[config.mk]
export PLATFORM = sky130hd
export DESIGN_NAME = bcd_encoder_year
export DESIGN_NICKNAME = d
export VERILOG_FILES = /design/src/rtl/bcd_encoder_year.sv
export SDC_FILE = /design/constraint.sdc
export NUM_CORES = 1
export LEC_CHECK = 0
export ABC_AREA = 1
export CORE_UTILIZATION = 50
export DETAILED_ROUTE_END_ITERATION = 12
export MAX_ROUTING_LAYER = met4
export PLACE_DENSITY = 0.75
export SLEW_MARGIN = 20
export SYNTH_ARGS = -nofsm -noshare
export SYNTH_HDL_FRONTEND = slang
export SYNTH_SLANG_ARGS = --single-unit
[constraint.sdc]
create_clock -name clk -period 4.5 [get_ports clk]
set_input_delay 0.45 -clock clk [delete_from_list [all_inputs] [get_ports clk]]
set_output_delay 0.45 -clock clk [all_outputs]
set_load 0.05 [all_outputs]
[src/rtl/bcd_encoder_year.sv]
// rtl/bcd_encoder_year.sv - sequential three-digit BCD to 10-bit binary year converter
module bcd_encoder_year #(
   parameter int MAX_YEAR = 999
) (
   input  logic       clk,
   input  logic       rst_n,
   input  logic       start,
   input  logic [3:0] bcd_hundred,
   input  logic [3:0] bcd_ten,
   input  logic [3:0] bcd_one,
   output logic [9:0] dout,
   output logic       busy,
   output logic       done,
   output logic       err
);

   typedef enum logic [1:0] {
      IDLE  = 2'd0,
      S_TEN = 2'd1,
      S_ONE = 2'd2
   } state_t;

   localparam logic [9:0] MAX_Y = MAX_YEAR[9:0];

   state_t     state;
   state_t     state_nx;
   logic [3:0] ten_reg;
   logic [3:0] one_reg;
   logic [9:0] acc;
   logic       bad;

   logic [9:0] acc_x10;
   logic [3:0] addend;
   logic [9:0] step_sum;
   logic       fin_ok;
   logic       any_bad;

   // One multiply-by-ten-and-add step shared by S_TEN and S_ONE; shifts replace a multiplier
   always_comb begin
      acc_x10  = (acc << 3) + (acc << 1);
      addend   = (state == S_TEN) ? ten_reg : one_reg;
      step_sum = acc_x10 + {6'd0, addend};
      fin_ok   = !bad && (step_sum <= MAX_Y);
      any_bad  = (bcd_hundred > 4'd9) || (bcd_ten > 4'd9) || (bcd_one > 4'd9);
   end

   // State register
   always_ff @(posedge clk) begin
      if (!rst_n) begin
         state <= IDLE;
      end else begin
         state <= state_nx;
      end
   end

   // Next-state logic: start is only honoured in IDLE, the two digit steps always advance
   always_comb begin
      state_nx = state;
      case (state)
         IDLE:    if (start) state_nx = S_TEN;
         S_TEN:   state_nx = S_ONE;
         S_ONE:   state_nx = IDLE;
         default: state_nx = IDLE;
      endcase
   end

   // Datapath and registered outputs; digits are captured once at the start edge
   always_ff @(posedge clk) begin
      if (!rst_n) begin
         ten_reg <= 4'd0;
         one_reg <= 4'd0;
         acc     <= 10'd0;
         bad     <= 1'b0;
         dout    <= 10'd0;
         busy    <= 1'b0;
         done    <= 1'b0;
         err     <= 1'b0;
      end else begin
         done <= 1'b0;
         case (state)
            IDLE: begin
               if (start) begin
                  ten_reg <= bcd_ten;
                  one_reg <= bcd_one;
                  acc     <= {6'd0, bcd_hundred};
                  bad     <= any_bad;
                  busy    <= 1'b1;
               end
            end
            S_TEN: begin
               acc <= step_sum;
            end
            S_ONE: begin
               if (fin_ok) begin
                  dout <= step_sum;
                  err  <= 1'b0;
               end else begin
                  err  <= 1'b1;
               end
               done <= 1'b1;
               busy <= 1'b0;
            end
            default: begin
               busy <= 1'b0;
            end
         endcase
      end
   end

endmodule

==> run_results.csv <==
group,metric,value,unit
yosys,syn_nets,286,
worst_setup_path,worstSetupPathType,"flop to flop",
final_layout,fin_nets,312,
pwr,fin_total_pwr,0.000723,W
pwr,peakVddDrop,0.217,mV
timing,skew,0.00655,ns
route,drcViolationCount,0,
grt,grt_pass1_wl,6.47,mm
route,wire_per_inst,11.2,um
cts,clk_path_buf_depth,2,
worst_setup_path,cp_max_fo,21,
route,num_vias,1612,
placement,post-dp-hpwl,2.85,mm
timing,drv_slew,0,
route,ant_nets,0,
final_layout,largest_reg_flops,10,
floorplanning,std_cell_rows,21,
worst_setup_path,worst_r2r_startpoint,"state[0]",
placement,numPortBuffers,27,
placement,place_inst,320,
yosys,ys_ff_latch,33,
final_layout,area_delta_synth_final,20.7,%
cts,htreeDepth,2,
cts,clock_latency,0.29,ns
timing,period_needed,3.07,ns
pwr,p_int,0.000509,W
worst_setup_path,required,4.68,ns
final_layout,final_layout_size_suffix_gt1_share,9.93,%
worst_setup_path,end_kind,"flop",
floorplanning,initial_core_util,53.8,%
hold_path,min_from,"busy",
yosys,syn_inst,255,
timing,max_slew_margin,47.6,%
cts,numClockSinks,33,
pwr,seqPwrFrac,44.4,%
yosys,synth_area_leaders,"dfxtp_1 (36%), nand2_1 (11%), ha_1 (9.5%)",
cts,cts_resized,0,
yosys,yosys.area.top_type,"dfxtp_1",
grt,grt_max_degree,27,
flow_run,drv_cap,0,
worst_setup_path,arrival,3.25,ns
yosys,netlist_area,1850,um^2
yosys,ys_seq_area_share,35.7,%
route,dr.max_layer_used,"met4",
final_layout,antennaDiodeCount,0,
placement,gp_congestion,0.786,
grt,grt_pass1_vias,1517,
yosys,yosys.area.top_type_share,35.7,%
route,wl_met2,1.86,mm
floorplanning,dieArea,3950,um^2
timing,period_share,68.2,%
hold_path,min_path_type,"flop to flop",
route,via_per_inst,4.91,
final_layout,regMostFlops,"dout",
cts,clk_pin_slew_worst_paths,0.07,ns
timing,worstMarginPinSlew,0.784,ns
final_layout,final_cell_area,2230,um^2
cts,ctsRootBufferMaster,"clkbuf_8",
floorplanning,dieHeight,62.9,um
route,wl,3.68,mm
route,wl_met1,1.65,mm
cts,post_cts_buffers,0,
pwr,p_per_area,324,nW/um^2
final_layout,largestRegisters,"dout (10), acc (9)",
pwr,clkPwrFrac,34.0,%
yosys,syn_avg_cell_area,7.26,um^2
cts,hold_buffers,0,
floorplanning,core_area,3440,um^2
grt,overflow,0,
cts,numCtsBuffers,5,
route,drtIter0Drc,82,
pwr,p_comb_share,21.6,%
floorplanning,pin_count,28,
timing,setup_viol,0,
route,drt-pass1-iter-count,4,
timing,fmax,0.326,GHz
cts,cts_tree,"yes",
pwr,power_switching,0.000214,W
grt,track_usage,21.7,%
worst_setup_path,crit_start,"state[0]",
final_layout,utilization,64.9,%
final_layout,stdcell_count,328,
timing,rsz0062_at_grt,"false",
run_status,status,"completed",
pwr,swShare,29.6,%
worst_setup_path,start_kind,"flop",
timing,setup_tns,0,ns
yosys,ys_warn_count,0,
placement,post_dp_cell_area,2130,um^2
route,wl_met3,121,um
grt,antenna_found_initial,0,
timing,hold_viol,0,
yosys,yosysUniqueCellTypes,29,
floorplanning,die_w,62.9,um
pwr,power_leakage,1.03,nW
==> placed cells by master, fill, tap and decap left out, types with 3 or more instances in the layout <==
cell             instances
dfxtp_1                 33
nand2_2                  5
o21ai_0                 14
nand3_1                 16
nand3_2                  8
ha_1                    14
inv_1                   29
clkdlybuf4s50_1         27
nor2_1                  38
nand2_1                 52
a21oi_1                 15
clkbuf_8                 7
o22ai_1                  3
==> worst paths after layout <==
kind	endpoint	slack (ns)	depth (start not counted)
min reg2reg	busy	0.47	2
max	dout[6]	1.43	19
max reg2reg	dout[6]	1.43	19
min	busy	0.47	2
==> metrics by stage <==
stage	setup slack [ns]	hold WS [ns]
2_1_floorplan	1.78	0.454
3_3_place_gp	1.49	0.457
3_5_place_dp	1.43	0.466
4_1_cts	1.41	0.475
5_1_grt	1.07	0.496
6_report	1.43	0.472
==> cell type report <==
class,instances,area (um^2)
tap,46,57.6
inverter,32,120
timing repair buffer,28,278
clock buffer,7,96.3
fill,313,1210
multi-input combinational,181,1020
clock inverter,1,5.00
sequential,33,661
==> cells in the mapped netlist <==
cell / n
buf_2: 1
o211ai_1: 1
nand3_1: 16
fa_1: 2
nand3b_1: 2
or2_4: 1
buf_6: 2
a221oi_1: 1
nor2_2: 2
nand2_1: 52
o21ai_0: 14
mux2i_1: 1
ha_1: 14
dfxtp_1: 33
o21ai_1: 2
nand3b_2: 1
buf_4: 1
o221ai_1: 1
inv_2: 2
a21oi_1: 15
o22ai_1: 3
nand3_2: 8
clkbuf_1: 5
a41oi_1: 1
nor2_1: 38
inv_1: 29
a22oi_1: 1
clkinv_1: 1
nand2_2: 5
==> power groups by stage <==
stage               clock network, W  registers, W  logic (W)
finish                      0.000246      0.000321   0.000156
global route                0.000260      0.000323   0.000175
CTS                         0.000250      0.000322   0.000157
detailed placement                 0      0.000328   0.000157
global placement                   0      0.000328   0.000154
floorplan                          0      0.000343  0.0000954
==> routing by layer <==
| metal | vias up | track usage [%] |
|---|---|---|
| met4 | 0 | 8.72 |
| met2 | 26 | 37.8 |
| met1 | 702 | 23.9 |
| met5 | - | - |
| li1 | 877 | - |
| met3 | 7 | 4.93 |
==> cell families after synthesis <==
kind of cell	synth area share, %
and+or+nand+nor	31.1
buffers and inverters	9.39
AOI/OAI and AO/OA	11.6
DFF	35.7
adders and majority gates	11.6
muxes	0.541
==> critical path, stage by stage (launching register included) <==
cell	delay, ns
dfxtp_1	0.33
inv_1	0.06
nor2_2	0.22
inv_1	0.14
nand2_1	0.08
nand2_1	0.05
ha_1	0.27
ha_1	0.16
inv_1	0.06
fa_1	0.44
inv_1	0.08
nand2_1	0.07
nand2_1	0.09
nand3_2	0.08
nand3b_1	0.10
nand2_2	0.08
nor2_2	0.12
nand2_2	0.26
a21oi_1	0.22
nor2_1	0.06
No activity file was read; power rests on OpenSTA's default activity.
